File: config.mk
export PLATFORM = sky130hd
export DESIGN_NAME = bsg_tag_tx
export DESIGN_NICKNAME = d
export VERILOG_FILES = /design/src/rtl/bsg_tag_tx.sv
export SDC_FILE = /design/constraint.sdc
export NUM_CORES = 1
export LEC_CHECK = 0
export ABC_AREA = 1
export BUFFER_PORTS_ARGS = -buffer_cell sky130_fd_sc_hd__buf_4
export CORE_ASPECT_RATIO = 2
export CORE_MARGIN = 10
export CORE_UTILIZATION = 63
export CTS_BUF_LIST = sky130_fd_sc_hd__clkbuf_4 sky130_fd_sc_hd__clkbuf_8
export CTS_CLUSTER_SIZE = 20
export DETAILED_ROUTE_END_ITERATION = 12
export PLACE_DENSITY = 0.87
export SETUP_SLACK_MARGIN = 0.15
export SLEW_MARGIN = 25
export SYNTH_ARGS = -nofsm -noshare
export SYNTH_HDL_FRONTEND = slang
export SYNTH_SLANG_ARGS = --single-unit
File: constraint.sdc
create_clock -name clk_i -period 2.5 [get_ports clk_i]
set_input_delay 0.5 -clock clk_i [delete_from_list [all_inputs] [get_ports clk_i]]
set_output_delay 0.5 -clock clk_i [all_outputs]
set_load 0.01 [all_outputs]
File: src/rtl/bsg_tag_tx.sv
// bsg_tag_tx
//   Serial bsg_tag packet transmitter. Accepts parallel tag commands on a
//   valid/ready interface and serializes each one LSB-first onto a
//   data/enable pair clocked by the receiver's tag clock. It also emits the
//   master-reset sequence, which is reset_len_p cycles of data=en=1.
//
//   Frame order (LSB first): start(1), node_id, data_not_reset, len,
//   payload[len-1:0]. Every frame and every reset sequence is followed by
//   gap_p idle cycles.
//
// Ports
//   clk_i, reset_n_i        clock, asynchronous active-low reset
//   v_i / ready_and_o       command handshake
//   master_reset_i          send a master-reset sequence; other fields ignored
//   node_id_i               destination client
//   data_not_reset_i        1 = data packet, 0 = client-reset packet
//   len_i, payload_i        payload bit count and payload bits
//   tag_data_o, tag_en_o    registered serial outputs
//   busy_o                  high in every state except IDLE
//
// Build option
//   BSG_TAG_TX_SKID_EN      adds a one-entry command buffer so a command can
//                           be accepted while a frame is in flight.
module bsg_tag_tx #(
    parameter int els_p       = 16,
    parameter int lg_width_p  = 4,
    parameter int gap_p       = 2,
    parameter int reset_len_p = 32,
    localparam int lg_els_p   = $clog2(els_p),
    localparam int max_w      = 2**lg_width_p - 1
) (
    input  logic                  clk_i,
    input  logic                  reset_n_i,
    input  logic                  v_i,
    output logic                  ready_and_o,
    input  logic                  master_reset_i,
    input  logic [lg_els_p-1:0]   node_id_i,
    input  logic                  data_not_reset_i,
    input  logic [lg_width_p-1:0] len_i,
    input  logic [max_w-1:0]      payload_i,
    output logic                  tag_data_o,
    output logic                  tag_en_o,
    output logic                  busy_o
);

    localparam int hdr_lp  = 2 + lg_els_p + lg_width_p;
    localparam int fmax_lp = hdr_lp + max_w;
    // One counter serves frame bits, reset ones and gap cycles.
    localparam int cmax_lp = (fmax_lp > reset_len_p) ? fmax_lp : reset_len_p;
    localparam int cw_lp   = $clog2(cmax_lp + 1);

    typedef enum logic [1:0] {IDLE, SHIFT, RST, GAP} state_e;

    state_e               state_q, state_d;
    logic [cw_lp-1:0]     cnt_q, cnt_d;
    logic [fmax_lp-1:0]   sh_q, sh_d;
    logic                 data_q, data_d;
    logic                 en_q, en_d;
    logic                 live_q;   // keeps ready low until the first edge after reset

    // Incoming command, already laid out in transmit order.
    logic [fmax_lp-1:0]   in_frame;
    logic [cw_lp-1:0]     in_flen;
    assign in_frame = {payload_i, len_i, data_not_reset_i, node_id_i, 1'b1};
    assign in_flen  = cw_lp'(hdr_lp) + cw_lp'(len_i);

    // Command that starts when go is high in IDLE.
    logic                 sel_mr;
    logic [fmax_lp-1:0]   sel_frame;
    logic [cw_lp-1:0]     sel_flen;
    logic                 go;

`ifdef BSG_TAG_TX_SKID_EN
    logic                 buf_v_q;
    logic                 buf_mr_q;
    logic [fmax_lp-1:0]   buf_frame_q;
    logic [cw_lp-1:0]     buf_flen_q;
    logic                 accept;

    assign ready_and_o = live_q & ~buf_v_q;
    assign accept      = v_i & ready_and_o;
    // A buffered command always goes ahead of anything new (FIFO order);
    // with the buffer empty an IDLE accept starts directly.
    assign sel_mr      = buf_v_q ? buf_mr_q    : master_reset_i;
    assign sel_frame   = buf_v_q ? buf_frame_q : in_frame;
    assign sel_flen    = buf_v_q ? buf_flen_q  : in_flen;
    assign go          = (state_q == IDLE) & (buf_v_q | accept);

    always_ff @(posedge clk_i or negedge reset_n_i) begin
        if (!reset_n_i) begin
            buf_v_q     <= 1'b0;
            buf_mr_q    <= 1'b0;
            buf_frame_q <= '0;
            buf_flen_q  <= '0;
        end else if (accept && state_q != IDLE) begin
            buf_v_q     <= 1'b1;
            buf_mr_q    <= master_reset_i;
            buf_frame_q <= in_frame;
            buf_flen_q  <= in_flen;
        end else if (go && buf_v_q) begin
            buf_v_q     <= 1'b0;
        end
    end
`else
    assign ready_and_o = live_q & (state_q == IDLE);
    assign sel_mr      = master_reset_i;
    assign sel_frame   = in_frame;
    assign sel_flen    = in_flen;
    assign go          = v_i & ready_and_o;
`endif

    always_ff @(posedge clk_i or negedge reset_n_i) begin
        if (!reset_n_i) begin
            state_q <= IDLE;
            cnt_q   <= '0;
            sh_q    <= '0;
            data_q  <= 1'b0;
            en_q    <= 1'b0;
            live_q  <= 1'b0;
        end else begin
            state_q <= state_d;
            cnt_q   <= cnt_d;
            sh_q    <= sh_d;
            data_q  <= data_d;
            en_q    <= en_d;
            live_q  <= 1'b1;
        end
    end

    // Outputs are registered from the state, so a bit loaded at edge N is
    // shifted out at edge N+1: one cycle of latency from accept.
    always_comb begin
        state_d = state_q;
        cnt_d   = cnt_q;
        sh_d    = sh_q;
        data_d  = 1'b0;
        en_d    = 1'b0;
        unique case (state_q)
            IDLE: begin
                if (go) begin
                    if (sel_mr) begin
                        state_d = RST;
                        cnt_d   = cw_lp'(reset_len_p);
                    end else begin
                        state_d = SHIFT;
                        sh_d    = sel_frame;
                        cnt_d   = sel_flen;
                    end
                end
            end
            SHIFT: begin
                data_d = sh_q[0];
                en_d   = 1'b1;
                sh_d   = sh_q >> 1;
                cnt_d  = cnt_q - 1'b1;
                if (cnt_q == cw_lp'(1)) begin
                    state_d = GAP;
                    cnt_d   = cw_lp'(gap_p);
                end
            end
            RST: begin
                data_d = 1'b1;
                en_d   = 1'b1;
                cnt_d  = cnt_q - 1'b1;
                if (cnt_q == cw_lp'(1)) begin
                    state_d = GAP;
                    cnt_d   = cw_lp'(gap_p);
                end
            end
            GAP: begin
                cnt_d = cnt_q - 1'b1;
                if (cnt_q == cw_lp'(1)) state_d = IDLE;
            end
            default: state_d = IDLE;
        endcase
    end

    assign tag_data_o = data_q;
    assign tag_en_o   = en_q;
    assign busy_o     = (state_q != IDLE);

endmodule

==> results.md <==
* First-pass GRT wire length at 7670 µm
* Reg clk slew, reported paths at roughly 0.070 ns
* H-Tree Depth at 2
* Syn nets at ~280
* Power Dens Cells at 1330 nW/µm²
* Die area at 6010 µm²
* Detailed router's first-iteration violation count at 51
* Non-Filler Instances at between 300 and 400
* Crit path buffers/inverters at 3
* Cell Chain, Critical Path: inv_1 -> ha_1 -> nand2_1 -> inv_1 -> buf_4
* Mapped Cells at 240
* Area delta synth->final at 14.4%
* Startpoint class of the critical path: flop
* Metal2 WL at between 2000 and 3000 µm
* Die W at about 60 µm
* Gpl congestion at 0.900
* TritonCTS clock tree: done
* Final wirelength at about 4500 µm
* Root Driver: clkbuf_8
* Worst Path Max Fanout at 4
* Wire per inst at approximately 15 µm
* Clock Sinks at 36
* Worst reg-to-reg setup slack at around 0.83 ns
* Period utilization at 0.715
* Crit-path slowest cell: dfrtp_1
* Max VDD drop at around 0.84 mV
* Post-CTS Setup Bufs at 0
* CP peak stage delay at 0.40 ns
* Max Clk Rate at 0.559 GHz
* DR DRC count at 0
* Mapped Avg Cell Area at ~8.4 µm²
* Vias in the first global route at about 1700
* Largest delay share family, worst path: flip-flops
* Initial Util at 0.648
* # placed instances at between 200 and 300
* DRT Pass-1 Iters at 4
* Antenna cells at 0
* Highest metal used: met4
* Reg2reg start: state_q[0]
* Vias per cell at 5.71
* Status: finished clean
* Final Cell Area at 2310 µm²
* Nets at 306
* Total Power at just over 3 mW
* Worst r2r dst: sh_q[21]
* Sequential cell area fraction in the yosys report at 0.446
* Final Setup Violations at 0
* Bufs on Longest Clock Path at 2
* Period minus WS final at around 1.8 ns
* Final hold violations at 0
* Max-slew violations at 0
* R2R depth at 8
* Total gr overflow at 0
* WL met1 at approximately 1700 µm
* Share of layout cells above drive strength 1 at 0.240
* GRT Total Usage at 0.160
* Cell mode on critical path: inv_1
* Area post-placement at ~2200 µm²
* Clk Latency, worst-skew pair at roughly 0.29 ns
* Clock Skew at approximately 0.0026 ns
* Crit end category: output pin
* Count of max-cap constraint violations at 0
* Num rows at 29
* Synth Register Bits at 36
* Buffers on Ports at 31
* Die Span Y at 100 µm
* Hold-fix buffers, CTS at 0
* Via Count at approximately 1700
* TritonCTS buffer count at 5
* Cts repair resizes at 0
* Initial antenna violation count at 0
* Hold crit path type: in -> async
* CORE AREA at around 3100 µm²
* Synth cell types at 25
* Required time of the critical path at approximately 2.0 ns
* Crit Path Category: reg -> out
* Largest net degree at the start of global routing at 47
* I/O pin total at 32
* Total negative setup slack at 0 ns
* Cell Area, Synth at a little over 2000 µm²
* Yosys warning count at 0
* Crit path arrival time at ~1.3 ns
* Leak at 1.10 nW
* RSZ-0062 raised after global routing: false
* Antenna Violating Nets Remaining at 0
* Met3 Routed Length at approximately 230 µm
* Detailed Place HPWL at 3280 µm
==> per-layer routing <==
metal,GRT usage,vias to the layer above
met2,0.276,44
met3,0.0417,13
met5,0,-
li1,-,834
met1,0.167,832
met4,0.0781,0
==> worst max path at each step <==
stage,cells after the start,startpoint,slack [ns],end
3_5_place_dp,8,state_q[0],0.85,sh_q[21]
6_report,5,state_q[0],0.71,ready_and_o
3_3_place_gp,10,state_q[0],0.93,cnt_q[5]
4_1_cts,5,state_q[0],0.71,ready_and_o
5_1_grt,5,state_q[0],0.62,ready_and_o
2_1_floorplan,8,state_q[0],1.01,sh_q[1]
==> layout by cell type, fill, tap and decap left out, types with 2 or more instances in the layout <==
cell	n
a31oi_1	6
a21oi_1	10
dfrtp_1	36
nand2_1	72
o21ai_0	7
a31oi_2	17
clkbuf_8	6
clkinv_2	2
xnor2_1	2
buf_4	32
nand3_1	5
nor3_1	2
inv_1	13
inv_2	2
nor2_1	42
ha_1	8
nor2_2	2
==> worst register-to-register path, cell delays in order, from the launching register on <==
cell	delay, ns
dfrtp_1	0.40
inv_1	0.13
ha_1	0.24
inv_2	0.06
o21ai_2	0.15
nand2_4	0.10
inv_8	0.24
nor2_1	0.10
a31oi_2	0.17
==> registers in the layout, summed over array words and instances (netlist names) <==
register,cells
sh_q,25
cnt_q,6
state_q,2
live_q,1
tag_data_o,1
tag_en_o,1
==> per-stage QoR <==
step	setup slack, ns	hold slack, ns	utilization
after floorplan	1.01	0.204	-
after global placement	0.927	0.481	0.711
after detailed placement	0.851	0.482	0.711
after CTS	0.707	0.171	0.741
after global routing	0.623	0.189	0.741
final	0.712	0.152	0.741
==> synthesized netlist by cell type, drive strengths merged <==
| library cell | instances | area [µm²] |
|---|---|---|
| nand2 | 74 | 288 |
| nor2 | 44 | 170 |
| dfrtp | 36 | 901 |
| a31oi | 23 | 250 |
| inv | 16 | 67.6 |
| a21oi | 10 | 50.1 |
| ha | 8 | 100 |
| o21ai | 8 | 43.8 |
| buf | 5 | 66.3 |
| nand3 | 5 | 25.0 |
| clkbuf | 4 | 15.0 |
| nor3 | 2 | 10.0 |
| xnor2 | 2 | 17.5 |
| conb | 1 | 3.75 |
| nand4 | 1 | 6.26 |
| or2 | 1 | 6.26 |
==> power breakdown <==
part,switching [mW],internal (mW),leakage (nW)
Combinational,1.00,0.576,0.644
Sequential,0.184,0.867,0.409
Clock,0.212,0.220,0.0510
Total,1.40,1.66,1.10
==> kinds of logic after synthesis <==
| logic type | synth area share |
|---|---|
| XOR/XNOR | 0.00867 |
| flip-flops | 0.446 |
| AND/OR/NAND/NOR | 0.250 |
| other | 0.00186 |
| AO/OA/AOI/OAI | 0.170 |
| adder cells (fa/ha/maj) | 0.0495 |
| buffers and inverters | 0.0737 |
==> layout make-up <==
type,instances,area [µm²]
Multi-Input combinational cell,179,971
Clock buffer,6,82.6
Sequential cell,36,901
Clock inverter,2,10.0
Inverter,16,67.6
Timing Repair Buffer,32,240
Tap cell,31,38.8
Fill cell,249,810
Power figures use the tool's default switching activity.
